File: config.mk
export PLATFORM = sky130hd
export DESIGN_NAME = ahb_lite_slave_bridge
export DESIGN_NICKNAME = d
export VERILOG_FILES = /design/src/rtl/ahb_bridge_pkg.sv /design/src/rtl/ahb_bridge_timeout.sv /design/src/rtl/ahb_lite_slave_bridge.sv
export SDC_FILE = /design/constraint.sdc
export NUM_CORES = 1
export LEC_CHECK = 0
export ABC_AREA = 1
export CORE_ASPECT_RATIO = 0.5
export CORE_MARGIN = 8
export CORE_UTILIZATION = 29
export CTS_BUF_LIST = sky130_fd_sc_hd__clkbuf_4
export DETAILED_ROUTE_END_ITERATION = 6
export HOLD_SLACK_MARGIN = 0.02
export PLACE_DENSITY = 0.95
export RECOVER_POWER = 100
export SLEW_MARGIN = 20
export SYNTH_ARGS = -nofsm -noshare
export SYNTH_HDL_FRONTEND = slang
export SYNTH_SLANG_ARGS = --single-unit
File: constraint.sdc
create_clock -name hclk -period 2.06 [get_ports hclk]
set_clock_uncertainty 0.2 [all_clocks]
set_input_delay 0.309 -clock hclk [delete_from_list [all_inputs] [get_ports hclk]]
set_output_delay 0.309 -clock hclk [all_outputs]
set_load 0.01 [all_outputs]
File: src/rtl/ahb_bridge_pkg.sv
// ahb_bridge_pkg: shared AHB-Lite encodings, bridge FSM states and byte-strobe helper
package ahb_bridge_pkg;

   localparam logic [1:0] HTRANS_IDLE   = 2'b00;
   localparam logic [1:0] HTRANS_BUSY   = 2'b01;
   localparam logic [1:0] HTRANS_NONSEQ = 2'b10;
   localparam logic [1:0] HTRANS_SEQ    = 2'b11;

   localparam logic [2:0] HSIZE_BYTE  = 3'd0;
   localparam logic [2:0] HSIZE_HALF  = 3'd1;
   localparam logic [2:0] HSIZE_WORD  = 3'd2;
   localparam logic [2:0] HSIZE_DWORD = 3'd3;

   typedef enum logic [1:0] {IDLE, REQ, ERR1, ERR2} bridge_state_t;

   // Lane mask for a beat of 2**size bytes starting at byte lane addr_lsb (up to 8 lanes)
   function automatic logic [7:0] wstrb_gen(input logic [2:0] size, input logic [2:0] addr_lsb);
      logic [7:0] mask;
      mask = (size == HSIZE_BYTE) ? 8'h01 :
             (size == HSIZE_HALF) ? 8'h03 :
             (size == HSIZE_WORD) ? 8'h0F : 8'hFF;
      return mask << addr_lsb;
   endfunction

endpackage

File: src/rtl/ahb_bridge_timeout.sv
// ahb_bridge_timeout: saturating wait-state counter flagging the last permitted cycle
module ahb_bridge_timeout #(
   parameter int LIMIT = 8
) (
   input  logic hclk,
   input  logic hresetn,
   input  logic clr,
   input  logic en,
   output logic expired
);

   localparam int TO_W = (LIMIT > 0) ? $clog2(LIMIT + 1) : 1;

   logic [TO_W-1:0] cnt;

   always_ff @(posedge hclk or negedge hresetn) begin
      if (!hresetn)
         cnt <= '0;
      else if (clr)
         cnt <= '0;
      else if (en && cnt != TO_W'(LIMIT))
         cnt <= cnt + 1'b1;
   end

   // Fires during the LIMIT-th unacknowledged cycle so the request never exceeds LIMIT cycles
   assign expired = en && (cnt >= TO_W'(LIMIT - 1));

endmodule

File: src/rtl/ahb_lite_slave_bridge.sv
// ahb_lite_slave_bridge: AHB-Lite slave front end driving a single req/ack conduit target
module ahb_lite_slave_bridge
   import ahb_bridge_pkg::*;
#(
   parameter int DATA_WIDTH     = 32,
   parameter int ADDR_WIDTH     = 12,
   parameter int TIMEOUT_CYCLES = 0
) (
   input  logic                    hclk,
   input  logic                    hresetn,
   input  logic                    hsel,
   input  logic [ADDR_WIDTH-1:0]   haddr,
   input  logic [1:0]              htrans,
   input  logic                    hwrite,
   input  logic [2:0]              hsize,
   input  logic [2:0]              hburst,
   input  logic                    hready,
   input  logic [DATA_WIDTH-1:0]   hwdata,
   output logic [DATA_WIDTH-1:0]   hrdata,
   output logic                    hreadyout,
   output logic                    hresp,
   output logic                    con_req,
   output logic                    con_we,
   output logic [ADDR_WIDTH-1:0]   con_addr,
   output logic [DATA_WIDTH-1:0]   con_wdata,
   output logic [DATA_WIDTH/8-1:0] con_wstrb,
   input  logic                    con_ack,
   input  logic [DATA_WIDTH-1:0]   con_rdata,
   input  logic                    con_slverr
);

   localparam int STRB_W = DATA_WIDTH / 8;
   localparam int LSB_W  = $clog2(STRB_W);
   localparam logic [2:0] MAX_SIZE = 3'(LSB_W);

   bridge_state_t state, state_nx, next_beat;
   logic [ADDR_WIDTH-1:0] addr_q;
   logic [STRB_W-1:0] strb_q;
   logic we_q, accept, capture, legal, expired;
   logic [2:0] lsb_mask;
   logic unused_ok;

   assign unused_ok = ^{hburst, htrans[0]};

   assign accept   = hsel & hready & htrans[1];
   assign capture  = accept & hreadyout;
   assign lsb_mask = (hsize == HSIZE_BYTE) ? 3'd0 :
                     (hsize == HSIZE_HALF) ? 3'd1 :
                     (hsize == HSIZE_WORD) ? 3'd3 : 3'd7;
   assign legal    = (hsize <= MAX_SIZE) && ((haddr[2:0] & lsb_mask) == 3'd0);

   // A completing beat re-evaluates the bus, so the next address phase is taken in the same cycle
   always_comb begin
      next_beat = capture ? (legal ? REQ : ERR1) : IDLE;
      state_nx  = (state == ERR1) ? ERR2 :
                  (state == REQ)  ? (con_ack ? (con_slverr ? ERR1 : next_beat)
                                             : (expired ? ERR1 : REQ))
                                  : next_beat;
   end

   always_ff @(posedge hclk or negedge hresetn) begin
      if (!hresetn) begin
         state  <= IDLE;
         addr_q <= '0;
         we_q   <= 1'b0;
         strb_q <= '0;
      end else begin
         state <= state_nx;
         if (capture) begin
            addr_q <= haddr;
            we_q   <= hwrite;
            strb_q <= hwrite ? STRB_W'(wstrb_gen(hsize, 3'(haddr[LSB_W-1:0]))) : '1;
         end
      end
   end

   generate
      if (TIMEOUT_CYCLES > 0) begin : g_timeout
         ahb_bridge_timeout #(.LIMIT(TIMEOUT_CYCLES)) u_timeout (
            .hclk    (hclk),
            .hresetn (hresetn),
            .clr     (state != REQ),
            .en      ((state == REQ) & ~con_ack),
            .expired (expired)
         );
      end else begin : g_no_timeout
         assign expired = 1'b0;
      end
   endgenerate

   assign hreadyout = (state == REQ) ? (con_ack & ~con_slverr) : (state != ERR1);
   assign hresp     = (state == ERR1) | (state == ERR2);
   assign con_req   = (state == REQ);
   assign con_we    = we_q;
   assign con_addr  = addr_q;
   assign con_wstrb = strb_q;
   assign con_wdata = hwdata;
   assign hrdata    = ((state == REQ) & con_ack & ~we_q) ? con_rdata : '0;

endmodule
; After elaboration in Yosys (flattened, before gate mapping)
; Cells that the tools add are included.
[word_totals]
register_bits = 19
output_inout_bits = 84
[classes]
shift = 1
n_lt_le_gt_ge = 1
muxes = 15
n_reduce_logical = 3
bitwise = 10
eq_ne = 6
[op_table]
columns = cell, n
row1 = $mux 32, 1
row2 = $mux 8, 3
row3 = $mux 2, 6
row4 = $mux 3, 3
row5 = $shl 8x2->4, 1
row6 = $and 1x1->1, 6
row7 = $logic_not 3->1, 2
row8 = $eq 2x2->1 const B, 2
row9 = $mux 4, 1
row10 = $and 3x3->3, 1
row11 = $eq 3x1->1 const B, 1
row12 = $eq 3x2->1 const B, 1
row13 = $le 3x2->1 const B, 1
row14 = $eq 2x1->1 const B, 1
row15 = $ne 2x2->1 const B, 1
row16 = $not 1->1, 2
row17 = $logic_and 1x1->1, 1
row18 = $mux 1, 1
row19 = $or 1x1->1, 1

; Depth between registers and ports, before layout
[depth]
depth_word = 13
depth_mapped = 8
depth_no_buf = 7

; Worst setup path before layout
; Ideal clock, no wire load.
[synth_timing]
path_kind = register to output
startpoint = register state[1]
endpoint = output port hrdata[10]
path_stages_with_launch = 5
t_arrival_ns = 1.054
required_time_ns = 1.551
slack_ns = 0.497
path_buffers = 1
cell_sequence = dfrtp_1 > nor2_4 > nand2_1 > buf_2 > nor2_1
[synth_via]
elab_chain_cells = 4
[synth_rtl]
columns = item, line_no
row1 = from (decl), ahb_lite_slave_bridge.sv:36  ; bridge_state_t state, state_nx, next_beat;
row2 = from (signal assigned), ahb_lite_slave_bridge.sv:68  ; state <= state_nx;
row3 = $eq 2x1->1, -
row4 = named net con_req, ahb_lite_slave_bridge.sv:22  ; output logic con_req,
row5 = $and 1x1->1 (2 in series), ahb_lite_slave_bridge.sv:98  ; assign hrdata = ((state == REQ) & con_ack & ~we_q) ? con_rdata : '0;
row6 = $mux 32, ahb_lite_slave_bridge.sv:98
row7 = to (decl), ahb_lite_slave_bridge.sv:19  ; output logic [DATA_WIDTH-1:0] hrdata,
; The timed path passes the listed nets, and every way through them passes these cells.

; Worst setup path after layout
[layout_timing]
startpoint = input port con_ack
endpoint = output port hrdata[9]
[layout_via]
elab_chain_cells = 3
[layout_rtl]
columns = item, line_no
row1 = from (decl), ahb_lite_slave_bridge.sv:27  ; input logic con_ack,
row2 = $and 1x1->1 (2 in series), ahb_lite_slave_bridge.sv:98
row3 = $mux 32, ahb_lite_slave_bridge.sv:98
; No other way between the ends.

==> impl_metrics.prom <==
# TYPE chip_impl_metric gauge
chip_impl_info{name="run_status",value="completed"} 1
chip_impl_metric{name="cts.sink_count",unit=""} 19
chip_impl_metric{name="synth-compound-area-share",unit="%"} 4.167
chip_impl_metric{name="cts.clk_slew.worst_paths",unit="ps"} 100
chip_impl_metric{name="synth_largest_type_area_fraction",unit="%"} 34.42
chip_impl_metric{name="die_area",unit="um^2"} 7362
chip_impl_metric{name="clkLatencyLatePin",unit="ps"} 300
chip_impl_metric{name="n_antenna_cell",unit=""} 0
chip_impl_info{name="ctsRootBufferMaster",value="clkbuf_4"} 1
chip_impl_metric{name="post_route_cells_drive_above_1_share",unit="%"} 15.97
chip_impl_info{name="rsz_0062_raised_after_global_routing",value="yes"} 1
chip_impl_metric{name="net_count_after_synthesis",unit=""} 300
chip_impl_metric{name="simple_logic_cell_fraction_of_the_synthesized_area",unit="%"} 28.80
chip_impl_metric{name="ys_warn_count",unit=""} 0
chip_impl_metric{name="cts_htree_levels",unit=""} 1
chip_impl_info{name="worst_setup_path_start_kind",value="input port"} 1
chip_impl_metric{name="number_of_antenna_violations_at_the_first_check_in_global_routing",unit=""} 0
chip_impl_metric{name="power_leakage",unit="nW"} 1.238
chip_impl_metric{name="post-layout-total-power",unit="mW"} 1.947
chip_impl_metric{name="critPathArrivalTime",unit="ps"} 1520
chip_impl_metric{name="cp.required",unit="ps"} 1550
chip_impl_metric{name="pwr_dens",unit="nW/um^2"} 899.0
chip_impl_info{name="global_route.peak_usage_layer",value="met2"} 1
chip_impl_metric{name="first_iter_violations",unit=""} 83
chip_impl_metric{name="hold_violations",unit=""} 0
chip_impl_metric{name="floorplan.die.height",unit="um"} 64.80
chip_impl_info{name="crit_path_end",value="hrdata[9]"} 1
chip_impl_metric{name="hold_slack",unit="ps"} 282.7
chip_impl_metric{name="power.share.switching",unit="%"} 38.74
chip_impl_metric{name="grt-ovfl-total",unit=""} 0
chip_impl_metric{name="min_cycle_time_layout",unit="ps"} 2030
chip_impl_metric{name="seq_power_share",unit="%"} 33.2
chip_impl_metric{name="seqCellArea",unit="um^2"} 475.5
chip_impl_metric{name="initial_utilization",unit="%"} 30.78
chip_impl_metric{name="critPathMaxStageDelay",unit="ps"} 480
chip_impl_metric{name="power.ir.vdd_worst",unit="uV"} 540.3
chip_impl_metric{name="number_of_global_route_vias_before_repair",unit=""} 1492
chip_impl_metric{name="global_route_met3_usage",unit="%"} 3.878
chip_impl_metric{name="ff2ff_setup_slack",unit="ps"} 220
chip_impl_metric{name="report.final.slew_viol_count",unit=""} 0
chip_impl_metric{name="fin_nets",unit=""} 380
chip_impl_metric{name="multi_input_comb_area",unit="um^2"} 450.4
chip_impl_info{name="cp_top_family",value="buffers and inverters"} 1
chip_impl_metric{name="worst-path-max-fanout",unit=""} 32
chip_impl_metric{name="drt-wirelength-per-cell",unit="um"} 14.04
chip_impl_metric{name="detail_route.vias_per_cell",unit=""} 4.093
chip_impl_info{name="start_of_the_worst_register_to_register_path",value="state[1]"} 1
chip_impl_metric{name="core_area",unit="um^2"} 4488
chip_impl_metric{name="finalSetupViolCount",unit=""} 0
chip_impl_metric{name="timing.reg2reg.worst_path_depth",unit=""} 7
chip_impl_metric{name="fillers",unit=""} 423
chip_impl_metric{name="pwr-share-comb",unit="%"} 56.4
chip_impl_metric{name="ys_ff_latch",unit=""} 19
chip_impl_info{name="crit-reg2reg-capture",value="con_wstrb[2]"} 1
chip_impl_info{name="synth_area_leader_cell",value="dfrtp_1"} 1
chip_impl_metric{name="grtUsageMet2",unit="%"} 26.57
chip_impl_metric{name="num_io_pins",unit=""} 175
chip_impl_metric{name="cts_made_buffers",unit=""} 3
chip_impl_metric{name="timing.fmax",unit="MHz"} 492.7
chip_impl_metric{name="post_synth_inst_count",unit=""} 209
chip_impl_metric{name="p_int",unit="mW"} 1.193
chip_impl_metric{name="synth_seq_area_share",unit="%"} 34.42
chip_impl_info{name="startpoint",value="con_ack"} 1
chip_impl_metric{name="p_clk_share",unit="%"} 10.4
chip_impl_metric{name="die_w",unit="um"} 113.6
chip_impl_metric{name="first_pass_grt_wire_length",unit="um"} 7866
chip_impl_metric{name="grt_max_degree",unit=""} 33
chip_impl_metric{name="netSwitchingPower",unit="uW"} 754.3
chip_impl_info{name="min_path_type",value="reg -> reg"} 1
chip_impl_metric{name="num_vias",unit=""} 1449
chip_impl_metric{name="dr.pass1.iters",unit=""} 4
chip_impl_info{name="cells_taking_the_most_area_after_synthesis",value="dfrtp_1 34%, buf_4 17%, nand2_1 15%, inv_1 11%, nor2_1 9.8%"} 1
chip_impl_metric{name="synth.area.mux_share",unit="%"} 0
chip_impl_metric{name="synthAdderAreaFrac",unit="%"} 0
chip_impl_metric{name="drc",unit=""} 0
chip_impl_metric{name="met1_demand_to_capacity_share_in_global_routing",unit="%"} 12.67
chip_impl_info{name="cts_tree",value="yes"} 1
chip_impl_metric{name="slew-limit-headroom",unit="%"} 34.50
chip_impl_info{name="path_class",value="in -> out"} 1
chip_impl_metric{name="maximum_capacitance_violations",unit=""} 0
chip_impl_metric{name="grtUsageTotal",unit="%"} 13.10
chip_impl_metric{name="synthDistinctLibCells",unit=""} 17
chip_impl_metric{name="synth_xor_area_share",unit="%"} 0
chip_impl_metric{name="cts-hold-fix-buffers",unit=""} 0
chip_impl_metric{name="period_share",unit="%"} 98.52
chip_impl_info{name="critPathSlowestCell",value="clkdlybuf4s50_1"} 1
chip_impl_metric{name="detail-route-antenna-nets",unit=""} 0
chip_impl_metric{name="cp.buffers_inverters",unit=""} 4
chip_impl_metric{name="hpwl_detailed",unit="um"} 3965
chip_impl_metric{name="worst-path-stages",unit=""} 7
chip_impl_metric{name="finish.utilization",unit="%"} 48.26
chip_impl_metric{name="ctsLongestPathBuffers",unit=""} 2
chip_impl_info{name="critical_path.cell_chain",value="clkdlybuf4s50_1, inv_1, nor2_1, nand2_1, buf_12, nor2_2, clkdlybuf4s15_2"} 1
chip_impl_metric{name="worst_pin_slew",unit="ps"} 982.5
chip_impl_metric{name="gp_routability_congestion",unit=""} 0.7988
chip_impl_metric{name="syn_area_per_cell",unit="um^2"} 6.609
chip_impl_metric{name="area_delta_synth_final",unit="%"} 56.79
chip_impl_metric{name="core.rowCount",unit=""} 17
chip_impl_info{name="endpoint_kind",value="output pin"} 1
chip_impl_metric{name="drt-total-wl",unit="um"} 4970
chip_impl_metric{name="buffer_ports.inserted",unit=""} 106
chip_impl_metric{name="syn-cell-area",unit="um^2"} 1381
chip_impl_info{name="dominant_combinational_cell_family_by_area_after_synthesis",value="buffers and inverters"} 1
==> stage by stage <==
step                      worst slack [ps]  cell area (um^2)  TNS, ps  std cells
after floorplan                      496.7              1381        0        209
final                                30.46              2166        0        354
after detailed placement            -327.1              2297    -9319        349
after global placement              -274.8              2297    -8322        349
after global routing                -20.14              2166   -20.14        354
after CTS                           0.1956              2332        0        354
==> synth_stat cells <==
library cell	count
nand2_1	54
inv_1	41
nor2_1	36
buf_4	32
dfrtp_1	19
nand3_1	5
a21oi_1	4
o21ai_1	4
buf_2	3
buf_6	3
o21ai_0	2
clkbuf_1	1
inv_2	1
nand2_2	1
nand3_4	1
nor2_4	1
o21bai_1	1
==> timing repair <==
| action | in CTS | in global routing |
|---|---|---|
| gates resized for setup | 72 | 34 |
| buffers inserted | 1 | 0 |
| cloned | 0 | 0 |
| endpoints found under the hold margin | 0 | 0 |
| endpoints found under the setup margin | 34 | 31 |
==> cell type report <==
type	count	share of cell area (%)
inverter	42	7.279
sequential	19	21.95
timing repair buffer	114	44.77
tap	66	3.813
clock buffer	4	1.386
multi-input combinational	109	20.80
==> registers in the layout (all words and copies together) (netlist names) <==
| register | count |
|---|---|
| con_addr | 12 |
| con_wstrb | 4 |
| state | 2 |
| con_we | 1 |
==> tightest hold or removal path, stage by stage, from the launching register on <==
cell	delay (ps)
dfrtp_1	350
nand2_1	50
nand2_1	60
==> cells in the final DEF (no fill, tap or decap), drive strengths merged, types with 2 or more instances in the layout <==
cell,instances
nor2,37
a21oi,4
nand3,6
inv,42
o21ai,6
clkbuf,31
nand2,55
dlygate4sd3,19
clkdlybuf4s50,53
dlygate4sd2,2
dfrtp,19
buf,12
==> routing by layer <==
layer | up-vias | part of all wire [%]
met4 | 0 | 1.3
met3 | 8 | 5.4
met1 | 657 | 35
li1 | 724 | -
met5 | - | 0
met2 | 60 | 58
==> kinds of logic (layout without fill, tap and decap cells) <==
group                  Yosys count  in the layout
AND/OR/NAND/NOR                 98             98
AO/OA/AOI/OAI                   11             11
buffers and inverters           81            160
flip-flops                      19             19
==> power by group through the flow <==
stage	Combinational, mW	Sequential [mW]	Clock (mW)
floorplan	0.457	0.730	0
global placement	1.21	0.649	0
detailed placement	1.24	0.660	0
CTS	1.22	0.655	0.205
global route	1.19	0.669	0.223
finish	1.10	0.646	0.203
==> how the worst min path moves through the flow <==
stage	slack, ps	to	depth (start not counted)	from
final	280	con_addr[3]	2	con_addr[3]
after global routing	330	con_addr[6]	2	con_addr[6]
after CTS	150	con_addr[4]	2	hresetn
after detailed placement	260	con_addr[4]	2	con_addr[4]
after global placement	260	con_addr[4]	2	con_addr[4]
after floorplan	-190	con_addr[0]	0	hresetn
No activity file was read; power rests on OpenSTA's default activity.
